===== config.mk =====
export PLATFORM = sky130hd
export DESIGN_NAME = rob_alloc_ctrl_flat
export DESIGN_NICKNAME = d
export VERILOG_FILES = /design/src/rtl/rob_alloc_ctrl_if.sv /design/src/rtl/rob_alloc_ctrl.sv /design/src/flat_wrapper.sv
export SDC_FILE = /design/constraint.sdc
export NUM_CORES = 1
export LEC_CHECK = 0
export CAP_MARGIN = 30
export CORE_MARGIN = 1.5
export CORE_UTILIZATION = 47
export DETAILED_ROUTE_END_ITERATION = 7
export PLACE_DENSITY = 0.88
export RECOVER_POWER = 100
export SLEW_MARGIN = 20
export SYNTH_ARGS = -nofsm -noshare
export SYNTH_HDL_FRONTEND = slang
export SYNTH_SLANG_ARGS = --single-unit

===== constraint.sdc =====
create_clock -name clk -period 5.65 [get_ports clk]
set_clock_uncertainty 0.15 [all_clocks]
set_input_delay 1.13 -clock clk [delete_from_list [all_inputs] [get_ports clk]]
set_output_delay 1.13 -clock clk [all_outputs]
set_load 0.005 [all_outputs]

===== src/rtl/rob_alloc_ctrl_if.sv =====
// Purpose : decoder/commit-facing signal bundle of the ROB allocator.
// Latency : n/a (wires only).
// Backpressure: alloc_ready gates the decoder; retire side has no backpressure.
interface rob_alloc_ctrl_if #(
    parameter int WIDTH = 4,
    parameter int IDX_W = 5,
    parameter int RC_W  = 3
);
    logic                     alloc_valid;
    logic                     alloc_ready;
    logic [WIDTH*IDX_W-1:0]   alloc_entries;
    logic [RC_W-1:0]          retire_count;
    logic                     flush;
    logic [IDX_W:0]           free_count;
    logic [IDX_W-1:0]         oldest_idx;
    logic                     rob_empty;
    logic                     err_underflow;
    logic [15:0]              stall_cycles;

    // Driver side: decoder plus commit logic.
    modport master (
        output alloc_valid, retire_count, flush,
        input  alloc_ready, alloc_entries, free_count, oldest_idx,
               rob_empty, err_underflow, stall_cycles
    );

    // Allocator side.
    modport slave (
        input  alloc_valid, retire_count, flush,
        output alloc_ready, alloc_entries, free_count, oldest_idx,
               rob_empty, err_underflow, stall_cycles
    );
endinterface


===== src/rtl/rob_alloc_ctrl.sv =====
// Purpose : circular in-order ROB entry allocator/recycler (optional stall counter: ROB_ALLOC_STATS_EN).
// Latency : grants/retires applied at the clock edge, visible next cycle; alloc_entries combinational from head.
// Backpressure: alloc_ready drops when fewer than WIDTH entries are free or while flushing; no partial bundles.
module rob_alloc_ctrl #(
    parameter int WIDTH     = 4,
    parameter int ROB_DEPTH = 32,
    parameter int IDX_W     = $clog2(ROB_DEPTH),
    parameter int RET_W     = 4,
    parameter int RC_W      = $clog2(RET_W + 1)
) (
    input  logic             clk,
    input  logic             rst,
    rob_alloc_ctrl_if.slave  bus
);
    localparam int PTR_W = IDX_W + 1;

    typedef enum logic {
        ST_RUN   = 1'b0,
        ST_FLUSH = 1'b1
    } state_t;

    state_t                 r_state;
    state_t                 w_state_nxt;
    logic [PTR_W-1:0]       r_head;
    logic [PTR_W-1:0]       r_tail;
    logic [PTR_W-1:0]       w_head_nxt;
    logic [PTR_W-1:0]       w_tail_nxt;
    logic [PTR_W-1:0]       w_occ;
    logic [PTR_W-1:0]       w_free;
    logic [PTR_W-1:0]       w_ret;
    logic                   r_err;
    logic                   w_err_nxt;
    logic                   w_ready;
    logic                   w_fire;
    logic [WIDTH*IDX_W-1:0] w_entries;

    // Wrap bit in the pointer MSB makes head-tail the true occupancy even when full.
    assign w_occ   = r_head - r_tail;
    assign w_free  = PTR_W'(ROB_DEPTH) - w_occ;
    assign w_ready = (r_state == ST_RUN) && (w_free >= PTR_W'(WIDTH));
    assign w_fire  = bus.alloc_valid & w_ready;
    assign w_ret   = PTR_W'(bus.retire_count);

    // Next state and pointers; flush overrides any alloc/retire in the same cycle.
    always_comb begin
        w_state_nxt = r_state;
        w_head_nxt  = r_head;
        w_tail_nxt  = r_tail;
        w_err_nxt   = r_err;
        case (r_state)
            ST_RUN: begin
                if (bus.flush) begin
                    w_state_nxt = ST_FLUSH;
                    w_head_nxt  = '0;
                    w_tail_nxt  = '0;
                end else begin
                    // Over-retire clamps to the current occupancy and is flagged.
                    if (w_ret > w_occ) begin
                        w_tail_nxt = r_head;
                        w_err_nxt  = 1'b1;
                    end else begin
                        w_tail_nxt = r_tail + w_ret;
                    end
                    if (w_fire) begin
                        w_head_nxt = r_head + PTR_W'(WIDTH);
                    end
                end
            end
            ST_FLUSH: begin
                w_head_nxt = '0;
                w_tail_nxt = '0;
                if (!bus.flush) begin
                    w_state_nxt = ST_RUN;
                end
            end
            default: begin
                w_state_nxt = ST_RUN;
            end
        endcase
    end

    // State, pointer and sticky error registers.
    always_ff @(posedge clk or negedge rst) begin
        if (!rst) begin
            r_state <= ST_RUN;
            r_head  <= '0;
            r_tail  <= '0;
            r_err   <= 1'b0;
        end else begin
            r_state <= w_state_nxt;
            r_head  <= w_head_nxt;
            r_tail  <= w_tail_nxt;
            r_err   <= w_err_nxt;
        end
    end

    // Lane i offers (head+i) mod ROB_DEPTH; truncation to IDX_W does the wrap.
    always_comb begin
        w_entries = '0;
        for (int i = 0; i < WIDTH; i++) begin
            w_entries[IDX_W*i +: IDX_W] = r_head[IDX_W-1:0] + IDX_W'(i);
        end
    end

`ifdef ROB_ALLOC_STATS_EN
    logic [15:0] r_stall;

    // Saturating count of cycles the decoder offered a bundle that was refused.
    always_ff @(posedge clk or negedge rst) begin
        if (!rst) begin
            r_stall <= '0;
        end else if (bus.alloc_valid && !w_ready && (r_stall != 16'hFFFF)) begin
            r_stall <= r_stall + 16'd1;
        end
    end

    assign bus.stall_cycles = r_stall;
`else
    assign bus.stall_cycles = 16'h0;
`endif

    assign bus.alloc_ready   = w_ready;
    assign bus.alloc_entries = w_entries;
    assign bus.free_count    = w_free;
    assign bus.oldest_idx    = r_tail[IDX_W-1:0];
    assign bus.rob_empty     = (w_occ == '0);
    assign bus.err_underflow = r_err;
endmodule

===== src/flat_wrapper.sv =====
// flat-port wrapper written by rule: the top's interface ports become plain ports
module rob_alloc_ctrl_flat 
#(
    parameter int WIDTH     = 4,
    parameter int ROB_DEPTH = 32,
    parameter int IDX_W     = $clog2(ROB_DEPTH),
    parameter int RET_W     = 4,
    parameter int RC_W      = $clog2(RET_W + 1)
)
  (clk, rst, bus_alloc_valid, bus_retire_count, bus_flush, bus_alloc_ready, bus_alloc_entries, bus_free_count, bus_oldest_idx, bus_rob_empty, bus_err_underflow, bus_stall_cycles);
  rob_alloc_ctrl_if #(.WIDTH(WIDTH), .IDX_W(IDX_W), .RC_W(RC_W)) bus_i ();
  input  logic clk;
  input  logic rst;
  input wire logic [$bits(bus_i.alloc_valid)-1:0] bus_alloc_valid;
  input wire logic [$bits(bus_i.retire_count)-1:0] bus_retire_count;
  input wire logic [$bits(bus_i.flush)-1:0] bus_flush;
  output wire logic [$bits(bus_i.alloc_ready)-1:0] bus_alloc_ready;
  output wire logic [$bits(bus_i.alloc_entries)-1:0] bus_alloc_entries;
  output wire logic [$bits(bus_i.free_count)-1:0] bus_free_count;
  output wire logic [$bits(bus_i.oldest_idx)-1:0] bus_oldest_idx;
  output wire logic [$bits(bus_i.rob_empty)-1:0] bus_rob_empty;
  output wire logic [$bits(bus_i.err_underflow)-1:0] bus_err_underflow;
  output wire logic [$bits(bus_i.stall_cycles)-1:0] bus_stall_cycles;
  assign bus_i.alloc_valid = bus_alloc_valid;
  assign bus_i.retire_count = bus_retire_count;
  assign bus_i.flush = bus_flush;
  assign bus_alloc_ready = bus_i.alloc_ready;
  assign bus_alloc_entries = bus_i.alloc_entries;
  assign bus_free_count = bus_i.free_count;
  assign bus_oldest_idx = bus_i.oldest_idx;
  assign bus_rob_empty = bus_i.rob_empty;
  assign bus_err_underflow = bus_i.err_underflow;
  assign bus_stall_cycles = bus_i.stall_cycles;
  rob_alloc_ctrl #(.WIDTH(WIDTH), .ROB_DEPTH(ROB_DEPTH), .IDX_W(IDX_W), .RET_W(RET_W), .RC_W(RC_W)) u_core (.clk(clk), .rst(rst), .bus(bus_i));
endmodule

# Word-level counts from Yosys, hierarchy flattened
# Cells that the tools add are included.
# totals
regBits	14
latch_bits	0
mem_bits_rw	0
rom_bits	0
inputBits	7
memories	0
# classes
add_sub_neg	7
n_mul	0
div_mod_pow	0
magnitude_cmp	2
n_eq_ne	1
n_shift	0
n_mux	7
bitwise	3
reduce_logical	3
# ops
op	count
6-bit two-way mux	4
6-bit one-hot mux with 2 select lines	2
5-bit by 2-bit adder with 5-bit output (second input constant)	2
6-bit by 3-bit adder with 6-bit output	1
6-bit by 3-bit adder with 6-bit output (second input constant)	1
6-bit by 3-bit greater-or-equal comparator with 1-bit output (second input constant)	1
3-bit by 6-bit > comparator with 1-bit output	1
6-bit logical NOT	1
6-bit subtractor	1
6-bit subtractor (first input constant)	1
5-bit by 1-bit adder with 5-bit output (second input constant)	1
3-bit by 2-bit != test with 1-bit output (second input constant)	1
3-bit AND reduction	1
1-bit inverter	2
1-bit AND	1
1-bit logical AND	1
1-bit two-way mux	1

# Logic depth before layout (Yosys ltp)
# Gate-level depths: netlist of run 1.
# depth
ltp_word	8
ltp_mapped	10
mapped_depth_nobuf	10

# Worst setup path before layout of run 1
# No wires, ideal clock.
# synth_timing
path_type	reg2out
startpoint	register u_core.r_head[2]
endpoint	output bus_alloc_ready
t_arrival_ns	2.161
required_ns	4.370
setup_slack_ns	2.209
stages_incl_launch_ff	7
n_path_buf	0
path_cell_list	dfrtp_1 ha_1 or3b_4 a211oi_4 a2111oi_1 a211o_1 a21oi_1
# synth_between
elab_chain_cells	4
# synth_rtl
item	line	rtl
start: declaration	rob_alloc_ctrl.sv:24	logic [PTR_W-1:0] r_head;
start signal: assignment	rob_alloc_ctrl.sv:91	r_head <= w_head_nxt;
6-bit subtractor	rob_alloc_ctrl.sv:38	assign w_occ = r_head - r_tail;
6-bit subtractor	rob_alloc_ctrl.sv:39	assign w_free = PTR_W'(ROB_DEPTH) - w_occ;
6-bit by 3-bit greater-or-equal comparator with 1-bit output	rob_alloc_ctrl.sv:40	assign w_ready = (r_state == ST_RUN) && (w_free >= PTR_W'(WIDTH));
1-bit logical AND	rob_alloc_ctrl.sv:40	
end: declaration	flat_wrapper.sv:17	output wire logic [$bits(bus_i.alloc_ready)-1:0] bus_alloc_ready;
# No other way between the ends.

# Final worst setup path of run 1
# Ends and elaborated chain as after synthesis.

==> results.yml, run 1 <==
clock_tree:
  cts_num_sinks: 12
  path_clk_slew_ns: 0.08
  htree_levels: 1
  insertion_delay_ns: 0.27
  ctsResizeCount: 0
  numCtsBuffers: 3
  cts_post_setup_buffers_inserted: 0
  root_buffer: "clkbuf_4"
  tritoncts: "done"
  ctsHoldBuffers: 0
  cts.path.max_buffers: 2
timing:
  finalCritPeriodShare: 0.8487
  final_max_slew_viol_count: 0
  whs_ns: 0.3332
  relSlewSlack: 0.05783
  setup_viol: 0
  tns_ns: 0
  worst_pin_slew_ns: 1.400
  finalWorstSetupSlack_ns: 0.8546
  min_period_ns: 4.795
  fmax_mhz: 208.5
  hold_viol: 0
  rsz0062_at_grt: "false"
placed_design:
  pre_cts_slack_ns: 1.559
  finalWeightedCongestion: 0.7505
  placed_cells: 200
  dp_hpwl_um: 1998
  io_buffers: 32
finish:
  drive_gt1_frac: 0.06977
  nFillCells: 270
  diodes: 0
  layout_commonest_cell: "dlygate4sd3_1"
  fin_util: 0.5424
  synthToLayoutAreaGrowth_pct: 8.185
  final_cells: 203
  final_cell_mix: "29 x dlygate4sd3_1, 24 x conb_1, 13 x ha_1, 12 x dfrtp_1, 11 x inv_1"
  finalNetCount: 195
detailed_routing:
  drtIter0Drc: 12
  dr.pass1.iters: 6
  drtAntennaViolNets: 0
  viasPerCell: 4.867
  vias: 988
  drc: 6
  drt_wl_total_um: 2438
  detail_route.wl_per_cell_um: 12.01
logic_synthesis:
  avgSynthCellArea_um2: 8.901
  ys_async_sr_fraction: 1.000
  synth_flop_cell: "dfrtp_1"
  synth-seq-cells: 12
  ys_warn_count: 0
  synth_edf_count: 0
  netlist_area_mm2: 0.001406
  seq_area_frac_synth: 0.2135
  synth_cell_types: 41
  netlist_instances: 158
power_and_ir_drop:
  p_comb_frac: 0.618
  switching_share: 0.3837
  power_density_mw_per_mm2: 263.2
  internal_power_uw: 246.9
  seqPwrFrac: 0.253
  clockPowerShare: 0.129
  peakVddDrop_mv: 0.1653
  leakagePower_nw: 0.7509
  switchingPower_uw: 153.7
global_route:
  grt-ovfl-total: 0
  antenna_found_initial: 0
  grt_max_degree: 13
  grt_pass1_vias: 900
  grt_first_pass_wirelength_um: 4105
  grt_usage: 0.1547
worst_setup_path:
  r2r_slack_ns: 2.13
  crit_chain: "ha_1, or3b_4, a211oi_1, a2111oi_0, a211o_1, a21oi_1, dlygate4sd3_1"
  cp_slowest_cell: "a211oi_1"
  crit_fanout: 10
  crit_path_end_kind: "primary output"
  path_class: "flop to primary output"
  r2r-start: "u_core.r_head[2]"
  critPathBufInv: 1
  crit_arrival_ns: 3.52
  timing.rr.end: "u_core.r_tail[5]"
  cp_top_family: "compound AO/OA/AOI/OAI gates"
  cp.required_ns: 4.37
  critPathMaxStageDelay_ns: 0.73
  r2r_cells: 9
  crit_path_start_kind: "flop"
min_path:
  holdPathEnd: "u_core.bus.err_underflow"
  holdPathStages: 1
  hp-start: "u_core.bus.err_underflow"
  hp-class: "flop to flop"
outcome:
  outcome: "complete, but fails checks"
  violations: "DRC"
floorplan:
  die_w_um: 57.70
  num_rows: 19
  core_mm2: 0.002805
  start_util: 0.5013
  die_area_mm2: 0.003329
  dieHeight_um: 57.70
  pin_count: 57
flow_run:
  maxCapViolCount: 0
## how the worst max path moves through the flow
stage | startpoint | to | slack (ns) | depth (start not counted)
after floorplan | u_core.r_head[2] | bus_alloc_ready | 2.21 | 6
after global placement | u_core.r_head[2] | bus_alloc_ready | 1.62 | 7
after detailed placement | u_core.r_head[2] | bus_alloc_ready | 1.56 | 7
after CTS | u_core.r_head[2] | bus_alloc_ready | 1.23 | 7
after global routing | u_core.r_head[2] | bus_alloc_ready | 0.58 | 7
final | u_core.r_head[2] | bus_alloc_ready | 0.85 | 7
## power by group through the flow
stage / Combinational, mW / Clock [mW] / Sequential, mW
finish: 0.247 / 0.0516 / 0.101
detailed placement: 0.285 / 0 / 0.104
global placement: 0.281 / 0 / 0.103
CTS: 0.286 / 0.0532 / 0.102
floorplan: 0.195 / 0 / 0.102
global route: 0.276 / 0.0586 / 0.103
## logic make-up (layout without fill, tap and decap cells)
family	after synthesis	after routing	share of synthesized area
other	2	24	0.005340
flip-flops	12	12	0.2135
adder cells (fa/ha/maj)	14	14	0.1299
buffers and inverters	54	46	0.2509
XOR/XNOR	11	11	0.06850
AND/OR/NAND/NOR	40	40	0.1788
AO/OA/AOI/OAI	17	17	0.09609
multiplexers	8	8	0.05694
## metrics by stage
step	total power, mW	instance area, um2
floorplan	0.2968	1489
global placement	0.3847	1536
CTS	0.4413	1559
detailed placement	0.3883	1536
global route	0.4378	1521
finish	0.4005	1521
## routing by layer
metal	GRT usage	share of wire	wire, um	vias to the layer above
met2	0.2711	0.49	1192	31
met3	0.01563	0.042	103	4
met1	0.1980	0.46	1119	456
met4	0.05316	0.0094	23	0
met5	0	0	0	-
li1	-	-	-	497
## area by class of cell
type / count / area (um2) / area share
Sequential cell: 12 / 300.3 / 0.1974
Clock buffer: 3 / 22.52 / 0.01480
Timing Repair Buffer: 32 / 320.3 / 0.2105
Multi-Input combinational cell: 114 / 798.3 / 0.5247
Tap cell: 31 / 38.79 / 0.02549
Inverter: 11 / 41.29 / 0.02714
## registers in the layout (all words and copies together) (netlist names)
signal                    flops
u_core.r_head                 4
u_core.r_tail                 6
u_core.r_state                1
u_core.bus.err_underflow      1
## cell usage after synthesis, drive strengths merged (2+ instances only)
cell / instances / area share
xor2: 4 / 0.025
a211oi: 3 / 0.028
nor2: 9 / 0.024
a21oi: 5 / 0.020
a21o: 2 / 0.011
mux2i: 8 / 0.057
conb: 2 / 0.0053
o21ai: 2 / 0.0071
ha: 13 / 0.12
buf: 41 / 0.22
dfrtp: 12 / 0.21
or3: 3 / 0.013
nor2b: 2 / 0.0089
and2: 2 / 0.012
nand2: 6 / 0.016
nor3: 4 / 0.014
inv: 11 / 0.029
nand3: 2 / 0.0071
nor4: 2 / 0.020
xnor2: 7 / 0.044
nor3b: 2 / 0.011
clkbuf: 2 / 0.0053
No activity file was read; power rests on OpenSTA's default activity.
==> run 2, diff against run 1 <==
--- a/config.mk
+++ b/config.mk
@@ -7,9 +7,9 @@
 export LEC_CHECK = 0
 export CAP_MARGIN = 30
 export CORE_MARGIN = 1.5
-export CORE_UTILIZATION = 47
+export CORE_UTILIZATION = 44
 export DETAILED_ROUTE_END_ITERATION = 7
-export PLACE_DENSITY = 0.88
+export PLACE_DENSITY = 0.83
 export RECOVER_POWER = 100
 export SLEW_MARGIN = 20
 export SYNTH_ARGS = -nofsm -noshare
==> constraint.sdc (replaced) <==
create_clock -name clk -period 4.8 [get_ports clk]
set_clock_uncertainty 0.15 [all_clocks]
set_input_delay 0.96 -clock clk [delete_from_list [all_inputs] [get_ports clk]]
set_output_delay 0.96 -clock clk [all_outputs]
set_load 0.005 [all_outputs]
==> results.yml, run 2 (synthesis results as in run 1) <==
outcome:
  outcome: "complete, but fails checks"
  violations: "capacitance limit, slew limit"
detailed_routing:
  viasPerCell: 4.602
  drtAntennaViolNets: 0
  vias: 994
  drtIter0Drc: 11
  drt_wl_total_um: 2393
  detail_route.wl_per_cell_um: 11.08
  drc: 0
  dr.pass1.iters: 4
worst_setup_path:
  r2r_slack_ns: 1.15
  crit_path_end_kind: "primary output"
  cp.required_ns: 3.69
  crit_arrival_ns: 3.12
  path_class: "flop to primary output"
  crit_path_start_kind: "flop"
  crit_chain: "ha_1, or3b_1, a211oi_4, a211oi_1, xnor2_1, a21oi_1, dlygate4sd3_1"
  critPathMaxStageDelay_ns: 0.59
  crit_fanout: 10
  critPathBufInv: 1
  cp_top_family: "compound AO/OA/AOI/OAI gates"
  cp_slowest_cell: "dlygate4sd3_1"
timing:
  setup_viol: 0
  relSlewSlack: -0.01683
  min_period_ns: 4.229
  fmax_mhz: 236.5
  hold_viol: 0
  final_max_slew_viol_count: 8
  rsz0062_at_grt: "false"
  tns_ns: 0
  worst_pin_slew_ns: 1.511
  finalCritPeriodShare: 0.8811
  whs_ns: 0.3141
floorplan:
  die_area_mm2: 0.003544
  dieHeight_um: 59.54
  core_mm2: 0.003053
  die_w_um: 59.54
  start_util: 0.4607
  pin_count: 57
  num_rows: 20
power_and_ir_drop:
  power_density_mw_per_mm2: 308.9
  peakVddDrop_mv: 0.1545
  leakagePower_nw: 0.7521
finish:
  regMostFlops: "u_core.r_tail"
  largest_register_ffs: 6
  finalNetCount: 195
  synthToLayoutAreaGrowth_pct: 9.964
  diodes: 0
  final_cell_mix: "27 x dlygate4sd3_1, 24 x conb_1, 13 x ha_1, 12 x dfrtp_1, 11 x inv_1"
  reg_top3: "u_core.r_tail x6, u_core.r_head x4"
  layout_commonest_cell: "dlygate4sd3_1"
  drive_gt1_frac: 0.06395
global_route:
  grt_max_degree: 13
  grt_usage: 0.1454
  grt_pass1_vias: 899
  grt_first_pass_wirelength_um: 3974
  grt-ovfl-total: 0
  antenna_found_initial: 0
placed_design:
  finalWeightedCongestion: 0.7758
  io_buffers: 32
  dp_hpwl_um: 1948
clock_tree:
  tritoncts: "done"
  ctsHoldBuffers: 0
  root_buffer: "clkbuf_4"
  ctsResizeCount: 0
  cts_num_sinks: 12
  path_clk_slew_ns: 0.07
  numCtsBuffers: 3
  insertion_delay_ns: 0.28
  cts.path.max_buffers: 2
  cts_post_setup_buffers_inserted: 0
  htree_levels: 1
flow_run:
  maxCapViolCount: 1
min_path:
  hp-class: "flop to flop"
-- run 2: cell types whose count changed in the layout (fill, tap and decap cells not counted), sizes merged --
cell / before / now
dlygate4sd3: 29 / 27
clkdlybuf4s50: 3 / 5
-- run 2: area by class of cell --
type                            count  area [um2]
Clock buffer                        3       22.52
Fill cell                         309        1506
Inverter                           11       41.29
Multi-Input combinational cell    114       807.0
Sequential cell                    12       300.3
Tap cell                           44       55.05
Timing Repair Buffer               32       320.3
-- run 2: worst paths after layout --
| kind | from | end | cells after the start |
|---|---|---|---|
| worst max-delay path | u_core.r_head[2] | bus_alloc_ready | 7 |
| worst min-delay path | u_core.bus.err_underflow | u_core.bus.err_underflow | 1 |
| worst max register to register | u_core.r_head[3] | u_core.r_tail[5] | 7 |
| worst min register to register | u_core.bus.err_underflow | u_core.bus.err_underflow | 1 |
| max in group asynchronous | rst | u_core.r_head[2] | 1 |
| min in group asynchronous | rst | u_core.bus.err_underflow | 1 |
-- run 2: power breakdown --
part / total (mW) / internal, mW / switching (mW)
Clock: 0.0626 / 0.0291 / 0.0335
Combinational: 0.296 / 0.154 / 0.142
Sequential: 0.119 / 0.109 / 0.00981
-- run 2: metrics by stage --
stage / utilization / cells / area, um2 / worst slack [ns] / power (mW)
CTS: 0.5160 / 216 / 1575 / 0.5602 / 0.5215
global route: 0.5066 / 216 / 1546 / 0.3299 / 0.5210
global placement: 0.5086 / 213 / 1553 / 0.9483 / 0.4508
detailed placement: 0.5086 / 213 / 1553 / 0.8739 / 0.4556
finish: 0.5066 / 216 / 1546 / 0.5708 / 0.4777
floorplan: - / 180 / 1489 / 1.529 / 0.3494
-- run 2: per-layer routing --
metal	GRT usage	vias to the layer above	share of wire
met2	0.2292	28	0.48
li1	-	502	-
met3	0.01965	5	0.034
met5	0	-	0
met4	0.05714	0	0.014
met1	0.2008	459	0.47
-- run 2: worst register-to-register path, cell delays in order, from the launching register on --
cell     delay (ns)
dfrtp_1        0.48
ha_1           0.37
and2_4         0.18
or4_4          0.50
and2_0         0.25
nor4_1         1.26
mux2i_1        0.30
nor2_1         0.06
==> run 3, diff against run 2 <==
--- a/config.mk
+++ b/config.mk
@@ -5,11 +5,13 @@
 export SDC_FILE = /design/constraint.sdc
 export NUM_CORES = 1
 export LEC_CHECK = 0
+export ABC_AREA = 1
 export CAP_MARGIN = 30
 export CORE_MARGIN = 1.5
 export CORE_UTILIZATION = 44
+export CTS_CLUSTER_DIAMETER = 30
 export DETAILED_ROUTE_END_ITERATION = 7
-export PLACE_DENSITY = 0.83
+export PLACE_DENSITY = 0.82
 export RECOVER_POWER = 100
 export SLEW_MARGIN = 20
 export SYNTH_ARGS = -nofsm -noshare
==> results.yml, run 3 <==
finish:
  finalNetCount: 245
  drive_gt1_frac: 0.05381
  nFillCells: 315
  regArea_um2: 300.3
  synthToLayoutAreaGrowth_pct: 9.831
  final_cells: 267
  largest_register_ffs: 6
  reg_top3: "u_core.r_tail x6, u_core.r_head x4"
  final_cell_mix: "45 x nand2_1, 28 x inv_1, 26 x dlygate4sd3_1, 24 x conb_1, 23 x nand3_1"
  multi_input_area_um2: 800.8
  regMostFlops: "u_core.r_tail"
  diodes: 0
  layout_commonest_cell: "nand2_1"
floorplan:
  die_area_mm2: 0.003712
  num_rows: 20
  die_w_um: 60.93
  core_mm2: 0.003128
  dieHeight_um: 60.93
  start_util: 0.4720
  pin_count: 57
detailed_routing:
  vias: 1211
  drtIter0Drc: 74
  viasPerCell: 4.536
  drtAntennaViolNets: 0
  drc: 0
  dr.pass1.iters: 4
  detail_route.wl_per_cell_um: 10.32
  drt_wl_total_um: 2755
global_route:
  grt_pass1_vias: 1002
  grt_first_pass_wirelength_um: 4402
  grt-ovfl-total: 0
  antenna_found_initial: 0
  grt_usage: 0.1568
  grt_max_degree: 13
logic_synthesis:
  yosys.area.top_type: "buf_4"
  synth-seq-cells: 12
  netlist_area_mm2: 0.001476
  seq_area_frac_synth: 0.2034
  synth_flop_cell: "dfrtp_1"
  netlist_instances: 208
  avgSynthCellArea_um2: 7.098
  synth_area_leaders: "buf_4 20%, dfrtp_1 20%, ha_1 11%"
  ys_async_sr_fraction: 1.000
  ys_warn_count: 0
  synth_edf_count: 0
  synth_cell_types: 27
  synth_most_common_cell: "nand2_1"
  synth_top_area_frac: 0.2034
  ys_top_cells_by_count: "43 x nand2_1, 40 x buf_4, 28 x inv_1"
clock_tree:
  tritoncts: "done"
  insertion_delay_ns: 0.27
  ctsResizeCount: 0
  numCtsBuffers: 3
  cts.path.max_buffers: 2
  cts_num_sinks: 12
  path_clk_slew_ns: 0.07
  htree_levels: 1
  cts_post_setup_buffers_inserted: 0
  root_buffer: "clkbuf_4"
  ctsHoldBuffers: 0
power_and_ir_drop:
  peakVddDrop_mv: 0.1550
  power_density_mw_per_mm2: 286.9
  leakagePower_nw: 0.9186
min_path:
  holdPathStages: 2
  hp-class: "flop to flop"
worst_setup_path:
  r2r_cells: 11
  critPathMaxStageDelay_ns: 0.56
  path_class: "flop to primary output"
  crit_chain: "ha_1, nand2_1, a21oi_1, nand3_1, nor2_1, nand2_1, nand2_1, inv_1, dlygate4sd3_1"
  cp_top_family: "buffers and inverters"
  cp.required_ns: 3.69
  crit_fanout: 10
  cp_num_cells: 9
  crit_path_end_kind: "primary output"
  crit_arrival_ns: 2.59
  cp_slowest_cell: "dlygate4sd3_1"
  crit_path_start_kind: "flop"
  critPathBufInv: 2
  critPathMostFrequentCell: "nand2_1"
timing:
  setup_viol: 0
  hold_viol: 0
  fmax_mhz: 269.9
  worst_pin_slew_ns: 0.5493
  relSlewSlack: 0.6324
  min_period_ns: 3.705
  finalCritPeriodShare: 0.7719
  rsz0062_at_grt: "false"
  tns_ns: 0
  final_max_slew_viol_count: 0
placed_design:
  placed_cells: 263
  io_buffers: 32
  dp_hpwl_um: 2295
  finalWeightedCongestion: 0.8096
outcome:
  outcome: "finished clean"
flow_run:
  maxCapViolCount: 0
-- run 3: area by class of cell --
cell class	count	share of cell area
inverters	29	0.06713
repair buffers	32	0.1975
flip-flops and latches	12	0.1852
well taps	44	0.03395
clock buffers	4	0.02238
multi-input cells	146	0.4938
-- run 3: logic make-up after synthesis --
group	count (synthesis)	synth area share
AO/OA/AOI/OAI	13	0.05508
AND/OR/NAND/NOR	91	0.3042
flip-flops	12	0.2034
adder cells (fa/ha/maj)	14	0.1237
buffers and inverters	72	0.2847
XOR/XNOR	4	0.02373
other	2	0.005087
-- run 3: tightest hold or removal path: cells and delay by family, from the launching register on --
| kind | cells | cell delay [ns] |
|---|---|---|
| and+or+nand+nor | 1 | 0.05 |
| DFF | 1 | 0.35 |
| buffers and inverters | 1 | 0.04 |
-- run 3: where the power goes --
| group | total (mW) | internal (mW) | switching, mW |
|---|---|---|---|
| Clock | 0.0801 | 0.0461 | 0.0339 |
| Combinational | 0.271 | 0.119 | 0.151 |
| Sequential | 0.115 | 0.106 | 0.00834 |
-- run 3: stage by stage --
step	utilization	power [mW]	setup slack [ns]	cell area, um2	hold slack, ns
2_1_floorplan	-	0.3329	2.110	1559	0.3081
3_3_place_gp	0.5188	0.4086	1.483	1623	0.2998
3_5_place_dp	0.5188	0.4163	1.434	1623	0.3077
4_1_cts	0.5304	0.4949	1.130	1659	0.3278
5_1_grt	0.5184	0.5124	0.8288	1622	0.3330
6_report	0.5184	0.4653	1.095	1622	0.3193
-- run 3: metal layers --
layer / GRT usage / wire length, um / vias up
met5: 0 / 0 / -
met4: 0.03106 / 19 / 0
met3: 0.01919 / 112 / 3
met2: 0.2719 / 1421 / 35
met1: 0.2105 / 1203 / 547
li1: - / - / 626
-- run 3: path summary, 6_finish.rpt --
check	startpoint	to	slack, ns
worst max register to register	u_core.r_head[2]	u_core.r_tail[5]	2.15
worst min-delay path	u_core.bus.err_underflow	u_core.bus.err_underflow	0.32
worst min register to register	u_core.bus.err_underflow	u_core.bus.err_underflow	0.32
max in group asynchronous	rst	u_core.r_tail[0]	3.19
worst max-delay path	u_core.r_head[2]	bus_free_count[5]	1.10
min in group asynchronous	rst	u_core.r_head[5]	0.95
